==> config.mk <==
export PLATFORM = sky130hd
export DESIGN_NAME = sprite_layer_mixer_flat
export DESIGN_NICKNAME = d
export VERILOG_FILES = /design/src/rtl/sprite_mixer_pkg.sv /design/src/rtl/sprite_layer_mixer_if.sv /design/src/rtl/lsb_priority_enc.sv /design/src/rtl/sprite_layer_mixer.sv /design/src/flat_wrapper.sv
export SDC_FILE = /design/constraint.sdc
export NUM_CORES = 1
export LEC_CHECK = 0
export CORE_MARGIN = 2
export CORE_UTILIZATION = 35
export CTS_BUF_LIST = sky130_fd_sc_hd__clkbuf_8
export CTS_CLUSTER_SIZE = 14
export DETAILED_ROUTE_END_ITERATION = 16
export PLACE_DENSITY = 0.82
export SLEW_MARGIN = 20
export SYNTH_ARGS = -nofsm -noshare
export SYNTH_HDL_FRONTEND = slang
export SYNTH_SLANG_ARGS = --single-unit
==> constraint.sdc <==
create_clock -name Clk50 -period 2.8 [get_ports Clk50]
set_input_delay 0.56 -clock Clk50 [delete_from_list [all_inputs] [get_ports Clk50]]
set_output_delay 0.56 -clock Clk50 [all_outputs]
set_load 0.01 [all_outputs]
==> src/rtl/sprite_mixer_pkg.sv <==
// Shared types and constants for the sprite layer mixer.
// Provides the FSM state enum, layer-ID width helpers and default colour indices.
package sprite_mixer_pkg;

    typedef enum logic [2:0] {
        S_IDLE,
        S_FETCH,
        S_WAIT,
        S_CHECK,
        S_EMIT
    } mixer_state_e;

    localparam int DEF_TRANSP_IDX = 0;
    localparam int DEF_BG_IDX     = 1;

    // Width of out_layer: one extra code is needed for "background".
    function automatic int layer_id_w(input int n);
        return $clog2(n + 1);
    endfunction

    // Width of a plain layer index, never narrower than one bit.
    function automatic int layer_enc_w(input int n);
        return (n > 1) ? $clog2(n) : 1;
    endfunction

endpackage

==> src/rtl/sprite_layer_mixer_if.sv <==
// Pixel request, sprite ROM and resolved-pixel signals of the sprite layer mixer.
// master = requester/ROM/frame-buffer side, slave = the mixer itself.
interface sprite_layer_mixer_if #(
    parameter int NUM_LAYERS = 4,
    parameter int ADDR_W     = 18,
    parameter int IDX_W      = 4
);
    localparam int LW = sprite_mixer_pkg::layer_id_w(NUM_LAYERS);

    logic                         in_valid;
    logic                         in_ready;
    logic [9:0]                   in_x;
    logic [9:0]                   in_y;
    logic [NUM_LAYERS-1:0]        in_hit;
    logic [NUM_LAYERS*ADDR_W-1:0] in_addr;

    logic [ADDR_W-1:0]            rom_addr;
    logic [IDX_W-1:0]             rom_data;

    logic                         out_valid;
    logic                         out_ready;
    logic [IDX_W-1:0]             out_idx;
    logic [LW-1:0]                out_layer;
    logic [9:0]                   out_x;
    logic [9:0]                   out_y;

    modport master (
        output in_valid, in_x, in_y, in_hit, in_addr, rom_data, out_ready,
        input  in_ready, rom_addr, out_valid, out_idx, out_layer, out_x, out_y
    );

    modport slave (
        input  in_valid, in_x, in_y, in_hit, in_addr, rom_data, out_ready,
        output in_ready, rom_addr, out_valid, out_idx, out_layer, out_x, out_y
    );

endinterface

==> src/rtl/lsb_priority_enc.sv <==
// Lowest-set-bit priority encoder: bit 0 wins; any flags a non-zero vector.
// Latency: combinational. Backpressure: none.
// Used by the mixer to pick the highest-priority pending layer.
module lsb_priority_enc #(
    parameter int N  = 4,
    parameter int IW = 2
) (
    input  logic [N-1:0]  vec,
    output logic [IW-1:0] idx,
    output logic          any
);

    always_comb begin
        idx = '0;
        any = 1'b0;
        // Scan downwards so the lowest set bit is the last one written.
        for (int i = N - 1; i >= 0; i--) begin
            if (vec[i]) begin
                idx = IW'(i);
                any = 1'b1;
            end
        end
    end

endmodule

==> src/rtl/sprite_layer_mixer.sv <==
// Per-pixel sprite compositor: picks the top hit layer, fetches its texel, resolves to one palette index.
// Latency: 1 cycle (no hits) up to NUM_LAYERS*(ROM_LAT+1)+1 cycles; one pixel in flight, in_ready only in idle.
// Backpressure: out_valid holds all outputs stable until out_ready. Macro SPRITE_MIXER_FALLBACK_EN enables re-fetch on transparency.
module sprite_layer_mixer
    import sprite_mixer_pkg::*;
#(
    parameter int NUM_LAYERS = 4,
    parameter int ADDR_W     = 18,
    parameter int IDX_W      = 4,
    parameter int ROM_LAT    = 2,
    parameter logic [IDX_W-1:0] TRANSP_IDX = IDX_W'(DEF_TRANSP_IDX),
    parameter logic [IDX_W-1:0] BG_IDX     = IDX_W'(DEF_BG_IDX)
) (
    input logic Clk50,
    input logic Reset_n,
    sprite_layer_mixer_if.slave bus
);

    localparam int LW    = layer_id_w(NUM_LAYERS);
    localparam int EW    = layer_enc_w(NUM_LAYERS);
    localparam int CNT_W = (ROM_LAT > 1) ? $clog2(ROM_LAT) : 1;
    localparam logic [LW-1:0] BG_LAYER = LW'(NUM_LAYERS);

    mixer_state_e                 state_q;
    logic [NUM_LAYERS-1:0]        mask_q;
    logic [NUM_LAYERS*ADDR_W-1:0] addr_q;
    logic [EW-1:0]                cur_layer_q;
    logic [CNT_W-1:0]             wait_cnt_q;
    logic [ADDR_W-1:0]            rom_addr_q;
    logic                         out_valid_q;
    logic [IDX_W-1:0]             out_idx_q;
    logic [LW-1:0]                out_layer_q;
    logic [9:0]                   out_x_q;
    logic [9:0]                   out_y_q;

    logic [NUM_LAYERS-1:0]        clr_mask;
    logic [NUM_LAYERS-1:0]        enc_vec;
    logic [NUM_LAYERS*ADDR_W-1:0] addr_src;
    logic [EW-1:0]                enc_idx;
    logic                         enc_any;
    logic [ADDR_W-1:0]            fetch_addr;

    // One encoder serves both the initial pick (from the request) and the
    // fallback pick (from the pending mask minus the layer just rejected).
    always_comb begin
        clr_mask   = mask_q & ~(NUM_LAYERS'(1) << cur_layer_q);
        enc_vec    = (state_q == S_IDLE) ? bus.in_hit  : clr_mask;
        addr_src   = (state_q == S_IDLE) ? bus.in_addr : addr_q;
        fetch_addr = addr_src[int'(enc_idx)*ADDR_W +: ADDR_W];
    end

    lsb_priority_enc #(
        .N  (NUM_LAYERS),
        .IW (EW)
    ) u_enc (
        .vec (enc_vec),
        .idx (enc_idx),
        .any (enc_any)
    );

    always_ff @(posedge Clk50 or negedge Reset_n) begin
        if (!Reset_n) begin
            state_q     <= S_IDLE;
            mask_q      <= '0;
            addr_q      <= '0;
            cur_layer_q <= '0;
            wait_cnt_q  <= '0;
            rom_addr_q  <= '0;
            out_valid_q <= 1'b0;
            out_idx_q   <= '0;
            out_layer_q <= '0;
            out_x_q     <= '0;
            out_y_q     <= '0;
        end else begin
            case (state_q)
                S_IDLE: begin
                    if (bus.in_valid) begin
                        mask_q  <= bus.in_hit;
                        addr_q  <= bus.in_addr;
                        out_x_q <= bus.in_x;
                        out_y_q <= bus.in_y;
                        if (enc_any) begin
                            rom_addr_q  <= fetch_addr;
                            cur_layer_q <= enc_idx;
                            state_q     <= S_FETCH;
                        end else begin
                            out_idx_q   <= BG_IDX;
                            out_layer_q <= BG_LAYER;
                            out_valid_q <= 1'b1;
                            state_q     <= S_EMIT;
                        end
                    end
                end
                S_FETCH: begin
                    wait_cnt_q <= '0;
                    state_q    <= (ROM_LAT > 1) ? S_WAIT : S_CHECK;
                end
                S_WAIT: begin
                    if (int'(wait_cnt_q) == ROM_LAT - 2) begin
                        state_q <= S_CHECK;
                    end else begin
                        wait_cnt_q <= wait_cnt_q + 1'b1;
                    end
                end
                S_CHECK: begin
                    if (bus.rom_data != TRANSP_IDX) begin
                        out_idx_q   <= bus.rom_data;
                        out_layer_q <= LW'(cur_layer_q);
                        out_valid_q <= 1'b1;
                        state_q     <= S_EMIT;
                    end else begin
                        mask_q <= clr_mask;
`ifdef SPRITE_MIXER_FALLBACK_EN
                        if (enc_any) begin
                            rom_addr_q  <= fetch_addr;
                            cur_layer_q <= enc_idx;
                            state_q     <= S_FETCH;
                        end else begin
                            out_idx_q   <= BG_IDX;
                            out_layer_q <= BG_LAYER;
                            out_valid_q <= 1'b1;
                            state_q     <= S_EMIT;
                        end
`else
                        out_idx_q   <= BG_IDX;
                        out_layer_q <= BG_LAYER;
                        out_valid_q <= 1'b1;
                        state_q     <= S_EMIT;
`endif
                    end
                end
                S_EMIT: begin
                    if (bus.out_ready) begin
                        out_valid_q <= 1'b0;
                        state_q     <= S_IDLE;
                    end
                end
                default: state_q <= S_IDLE;
            endcase
        end
    end

    assign bus.in_ready  = (state_q == S_IDLE);
    assign bus.rom_addr  = rom_addr_q;
    assign bus.out_valid = out_valid_q;
    assign bus.out_idx   = out_idx_q;
    assign bus.out_layer = out_layer_q;
    assign bus.out_x     = out_x_q;
    assign bus.out_y     = out_y_q;

endmodule

==> src/flat_wrapper.sv <==
// flat-port wrapper written by rule: the top's interface ports become plain ports
module sprite_layer_mixer_flat import sprite_mixer_pkg::*;
#(
    parameter int NUM_LAYERS = 4,
    parameter int ADDR_W     = 18,
    parameter int IDX_W      = 4,
    parameter int ROM_LAT    = 2,
    parameter logic [IDX_W-1:0] TRANSP_IDX = IDX_W'(DEF_TRANSP_IDX),
    parameter logic [IDX_W-1:0] BG_IDX     = IDX_W'(DEF_BG_IDX)
)
  (Clk50, Reset_n, bus_in_valid, bus_in_x, bus_in_y, bus_in_hit, bus_in_addr, bus_rom_data, bus_out_ready, bus_in_ready, bus_rom_addr, bus_out_valid, bus_out_idx, bus_out_layer, bus_out_x, bus_out_y);
  sprite_layer_mixer_if #(.NUM_LAYERS(NUM_LAYERS), .ADDR_W(ADDR_W), .IDX_W(IDX_W)) bus_i ();
  input logic Clk50;
  input logic Reset_n;
  input wire logic [$bits(bus_i.in_valid)-1:0] bus_in_valid;
  input wire logic [$bits(bus_i.in_x)-1:0] bus_in_x;
  input wire logic [$bits(bus_i.in_y)-1:0] bus_in_y;
  input wire logic [$bits(bus_i.in_hit)-1:0] bus_in_hit;
  input wire logic [$bits(bus_i.in_addr)-1:0] bus_in_addr;
  input wire logic [$bits(bus_i.rom_data)-1:0] bus_rom_data;
  input wire logic [$bits(bus_i.out_ready)-1:0] bus_out_ready;
  output wire logic [$bits(bus_i.in_ready)-1:0] bus_in_ready;
  output wire logic [$bits(bus_i.rom_addr)-1:0] bus_rom_addr;
  output wire logic [$bits(bus_i.out_valid)-1:0] bus_out_valid;
  output wire logic [$bits(bus_i.out_idx)-1:0] bus_out_idx;
  output wire logic [$bits(bus_i.out_layer)-1:0] bus_out_layer;
  output wire logic [$bits(bus_i.out_x)-1:0] bus_out_x;
  output wire logic [$bits(bus_i.out_y)-1:0] bus_out_y;
  assign bus_i.in_valid = bus_in_valid;
  assign bus_i.in_x = bus_in_x;
  assign bus_i.in_y = bus_in_y;
  assign bus_i.in_hit = bus_in_hit;
  assign bus_i.in_addr = bus_in_addr;
  assign bus_i.rom_data = bus_rom_data;
  assign bus_i.out_ready = bus_out_ready;
  assign bus_in_ready = bus_i.in_ready;
  assign bus_rom_addr = bus_i.rom_addr;
  assign bus_out_valid = bus_i.out_valid;
  assign bus_out_idx = bus_i.out_idx;
  assign bus_out_layer = bus_i.out_layer;
  assign bus_out_x = bus_i.out_x;
  assign bus_out_y = bus_i.out_y;
  sprite_layer_mixer #(.NUM_LAYERS(NUM_LAYERS), .ADDR_W(ADDR_W), .IDX_W(IDX_W), .ROM_LAT(ROM_LAT), .TRANSP_IDX(TRANSP_IDX), .BG_IDX(BG_IDX)) u_core (.Clk50(Clk50), .Reset_n(Reset_n), .bus(bus_i));
endmodule
# ---- Yosys cells after proc, flatten, opt, wreduce, memory -nomap -nowiden
# Index checks and enable logic that the tools add are counted.
dict set report word_totals {
  reg_bits 128
  inputBits 104
  output_inout_bits 47
  wordCells 69
}
dict set report classes {
  n_addsub 1
  n_mul 1
  n_eq_ne 9
  shift 2
  muxes 32
  bitwise 2
  reduce_logical 11
}
# cell n
set ops {}
lappend ops {{72-bit two-way mux} 1}
lappend ops {{72-bit by 32-bit variable part select with 18-bit output} 1}
lappend ops {{4-bit two-way mux} 6}
lappend ops {{3-bit two-way mux} 7}
lappend ops {{4-bit one-hot mux with 2 select lines} 2}
lappend ops {{3-bit one-hot mux with 5 select lines} 1}
lappend ops {{3-bit AND reduction} 4}
lappend ops {{2-bit != test, second input constant} 5}
lappend ops {{1-bit two-way mux} 8}
lappend ops {{2-bit two-way mux} 4}
lappend ops {{3-bit by 2-bit == test with 1-bit output, second input constant} 2}
lappend ops {{2-bit by 4-bit multiplier with 6-bit output, second input constant} 1}
lappend ops {{3-bit one-hot mux with 2 select lines} 1}
lappend ops {{4-bit AND} 1}
lappend ops {{4-bit NOT} 1}
lappend ops {{4-bit AND reduction} 1}
lappend ops {{2-bit nonzero test} 2}
lappend ops {{4-bit nonzero test} 1}
lappend ops {{1-bit by 2-bit left shift with 4-bit output, first input constant} 1}
lappend ops {{3-bit by 1-bit == test with 1-bit output, second input constant} 1}
lappend ops {{3-bit == test, second input constant} 1}
lappend ops {{3-bit logical NOT} 1}
lappend ops {{1-bit one-hot mux with 3 select lines} 1}
lappend ops {{3-bit nonzero test} 1}
lappend ops {{other kinds (3)} 3}

# ---- Logic depth before layout (Yosys ltp)
dict set report depth {
  word_depth 11
  depth_mapped 9
  ltp_nobuf 6
}

# ---- Hierarchy
# Synthesis repeated with hierarchy kept, for this count alone.
dict set report unflattened {
  hier_cells 291
  area_unflattened_um2 3075.4
}
# module instances cells_each area_each_um2 seq_area_each_um2
set modules_own_cells {}
lappend modules_own_cells {sprite_layer_mixer 1 284 3040.4 1476.4}
lappend modules_own_cells {lsb_priority_enc 1 7 35.0 0.0}

# ---- Worst setup path before layout
# No wires, ideal clock.
dict set report synth_timing {
  kind {reg2reg}
  startpoint {register u_core.state_q[2]}
  endpoint {register u_core.out_layer_q[0], in the netlist u_core.bus.out_layer[0]}
  setup_time_ns 0.121
  t_arrival_ns 1.967
  required_ns 2.679
  slack_ns 0.712
  path_stages_with_launch 8
  path_buffers 2
  period_less_slack_ns 2.088
  cell_sequence {dfrtp_1 buf_4 or3_4 or3_4 a221o_1 a21o_1 buf_6 a22o_1}
}
dict set report synth_between {
  elab_chain_cells 8
  word_cells_on_any_way 12
  classes_between {3 x eq/ne; 6 x mux; 3 x reduce/logical}
}
# item line
set synth_lines {}
lappend synth_lines {{start, declared} sprite_layer_mixer.sv:24} ;# mixer_state_e state_q;
lappend synth_lines {{start signal, assigned} sprite_layer_mixer.sv:96} ;# state_q <= (ROM_LAT > 1) ? S_WAIT : S_CHECK;
lappend synth_lines {{3-bit logical NOT} {sprite_layer_mixer.sv:47, sprite_layer_mixer.sv:75}}
lappend synth_lines {{4-bit two-way mux} sprite_layer_mixer.sv:47} ;# enc_vec = (state_q == S_IDLE) ? bus.in_hit : clr_mask;
lappend synth_lines {{1-bit two-way mux (4 in a row)} lsb_priority_enc.sv:18} ;# if (vec[i]) begin
lappend synth_lines {{2-bit != test (no source line)} -}
lappend synth_lines {{3-bit AND reduction (no source line)} -}
lappend synth_lines {{end signal, assigned} sprite_layer_mixer.sv:108} ;# out_layer_q <= LW'(cur_layer_q);
lappend synth_lines {{end, declared} sprite_layer_mixer.sv:32} ;# logic [LW-1:0] out_layer_q;
# Parallel ways exist; a longest one is shown, timed or not.
# A chain may end at the register's enable or synchronous reset.

# ---- Final worst setup path
dict set report layout_timing {
  startpoint {register u_core.state_q[1]}
  endpoint {output bus_in_ready}
}
dict set report layout_between {
  elab_chain_cells 1
}
# item line
set layout_lines {}
lappend layout_lines {{3-bit logical NOT} sprite_layer_mixer.sv:143} ;# assign bus.in_ready = (state_q == S_IDLE);
lappend layout_lines {{end, declared} flat_wrapper.sv:22} ;# output wire logic [$bits(bus_i.in_ready)-1:0] bus_in_ready;
# No other way between the ends.

==> impl_results.md <==
- CTS tree: yes
- Hold path startpoint: u_core.bus.rom_addr[1]
- First-iteration detailed-routing DRC count: just over 90
- Max Used Layer: met4
- Yosys reg bits: 60
- TritonRoute pass-1 iters: 5
- Fin area: a little under 5000 sq um
- Total Die Area: 9500 sq um
- CTS max path bufs: 2
- Fmax: ~390 MHz
- Synthesized cell area: between 3000 and 4000 sq um
- Synth cell types: 44
- DRT Wirelength: 8970 um
- Worst-path cell chain: or3_4, clkinv_2, clkdlybuf4s50_1
- Most common cell after layout, fill and taps aside: clkdlybuf4s50_1
- Async set or reset register ratio after synthesis: 100%
- CP arrival: a little over 2000 ps
- Vias in the first global route: 2985
- Hold Path Class: register to register
- Pwr dens: roughly 1100 nW/um^2
- Leakage dissipation: 2.04 nW
- Die height: 97.5 um
- Clk slew on worst S/H paths: roughly 70 ps
- Period utilisation layout: 92.0%
- First-pass GRT wire length: approximately 15000 um
- Area of the multi-input gates: between 1000 and 1500 sq um
- Sink Count: 60
- CTS Buf Count: 9
- Post-synth top flop: dfrtp_1
- Pin count of the biggest net entering global routing: 39
- Setup WS post-layout: 223 ps
- Syn avg cell area: 11.6 sq um
- Via count: 2725
- Worst stage delay on the critical path: between 500 and 600 ps
- Critical path buffer and inverter count: 2
- Reg2Reg Launch Point: u_core.state_q[1]
- Inserted Diodes: 0
- Hold Vio Cnt, Final: 0
- Critical path type: register to output pin
- Worst Skew: approximately 9.4 ps
- Crit start category: register
- Yosys warnings: 0
- Fill cell count: 741
- Max Cap Violations: 0
- Final Core Density: a little under three fifths
- Layout cells sized above 1: about 14%
- Met3 WL post-DR: 550 um
- DP Cell Count: around 510
- Synth area leaders: dfrtp_1 (49%), mux2i_1 (11%), mux2_2 (9.6%)
- Reg2reg end: u_core.bus.rom_addr[5]
- Port-buffer cells: 150
- Synthesized Nets: 368
- # nets final: 519
- Post-CTS Setup Bufs: 0
- Worst path slowest cell: clkdlybuf4s50_1
- Register area share after synthesis: 49.1%
- CP endpoint kind: output pin
- Starting Density: 35.6%
- Synth top area share: 49.1%
- Final setup viols: 0
- Worst Path Required: 2240 ps
- Die Wd: between 90 and 100 um
- Layout area overhead: 59.1%
- Max-slew violation count: 0
- Drc violations: 0
- GRT overflow: 0
- Post-route ant nets: 0
- Tmin final: 2580 ps
- Top delay family on crit path: buffers and inverters
- Routability cong.: 0.914
- Total Power Consumption: 5.41 mW
- R2r setup slk: between 500 and 600 ps
- Reg2Reg Depth: 7
- Fin cells: 528
- Met2 WL: 4670 um
- Mean routed wirelength per cell: around 17 um
- Total Neg Setup Slack: 0 ps
- H-tree depth: 3
- Clk Latency, worst-skew pair: 330 ps
- Io pins: 151
- Least-Margin Pin Slew: 512 ps
- Worst Hold Path EP: u_core.bus.rom_addr[1]
- WHS Path Cells: 2
- Vias per cell: between 5 and 6
- Commonest cells after routing, fill and taps aside: clkdlybuf4s50_1 (149), dfrtp_1 (60), mux2i_1 (35)
- Worst Path Max Fanout: 15
- Synth Instances: 264
- Root buf cell: clkbuf_8
- Peak VDD IR: 0.598 mV
- Status: complete, no violations
- RSZ-0062 raised after global routing: no
- DP Wirelength: 6700 um
- # rows: 34
- Sequential Area: 1500 sq um
- Pre-CTS WS: 195 ps
- EDFF count, synth: 0
- Area of the core: between 8000 and 9000 sq um
- All-Layer GR Usage: 19.1%
- Synth area leader: dfrtp_1
- Hold_ws: 491 ps
- Slew headroom: between 60 and 70%
- Placed Area: 4640 sq um
- Met1 wire length: between 3000 and 4000 um
- Initial antenna violation count: 0
[state kept, by name (all words and copies together), names as in the netlist]
register / cells
u_core.bus.out_valid: 1
u_core.mask_q: 4
u_core.addr_q: 5
u_core.bus.out_idx: 4
u_core.bus.out_layer: 3
u_core.bus.out_x: 10
u_core.state_q: 3
u_core.cur_layer_q: 2
u_core.bus.rom_addr: 18
u_core.bus.out_y: 10
[report_power, final]
| part | internal [mW] | switching [mW] | leakage (nW) |
|---|---|---|---|
| clock network | 0.518 | 0.342 | 0.117 |
| logic | 1.63 | 1.34 | 1.20 |
| registers | 1.30 | 0.280 | 0.725 |
[area by class of cell]
cell class / instances / area share, %
clock buffer: 10 / 2.83
clock inverter: 6 / 1.62
inverter: 4 / 0.334
multi-input combinational: 180 / 28.9
sequential: 60 / 30.9
tap: 108 / 2.78
timing repair buffer: 160 / 32.6
[worst max path at each step]
| stage | slack (ps) | end | cells after the start | from |
|---|---|---|---|---|
| finish | 220 | bus_in_ready | 3 | u_core.state_q[1] |
| detailed placement | 200 | u_core.bus.rom_addr[14] | 7 | bus_in_hit[3] |
| global route | 140 | bus_in_ready | 3 | u_core.state_q[2] |
| CTS | 200 | bus_in_ready | 3 | u_core.state_q[1] |
| floorplan | 710 | u_core.bus.out_layer[0] | 7 | u_core.state_q[2] |
| global placement | 270 | u_core.bus.rom_addr[4] | 7 | bus_in_hit[3] |
[Yosys cell counts (5+ instances only)]
cell type and count:
nor3_1 6, nor2_1 8, nand2_1 33, o221ai_1 16, mux2_2 26, dfrtp_1 60, buf_2 12, a21oi_1 8
mux2i_1 35, buf_6 5, a22o_1 7
[tightest hold or removal path: stages, from the launching register on]
cell	delay, ps
dfrtp_1	340
nand2_1	50
o221ai_1	60
[per-layer routing]
layer  GRT usage [%]  vias up
met5               0        -
met4            6.20        0
met3            5.40       10
met2            33.7       79
met1            22.4     1362
li1                -     1274
[cells by family after synthesis]
logic type	count (synthesis)	share of synthesized area, %
muxes	61	21.0
AOI/OAI and AO/OA	60	16.0
DFF	60	49.1
and+or+nand+nor	58	8.76
buffers and inverters	24	4.83
xor gates and xnor gates	1	0.287
[timing repair]
| action | CTS | global route |
|---|---|---|
| hold endpoints to repair | 1 | 0 |
| gates resized for setup | 0 | 0 |
| hold buffers | 1 | 0 |
| endpoints found under the setup margin | 0 | 0 |
(Power assumes the default switching activity.)
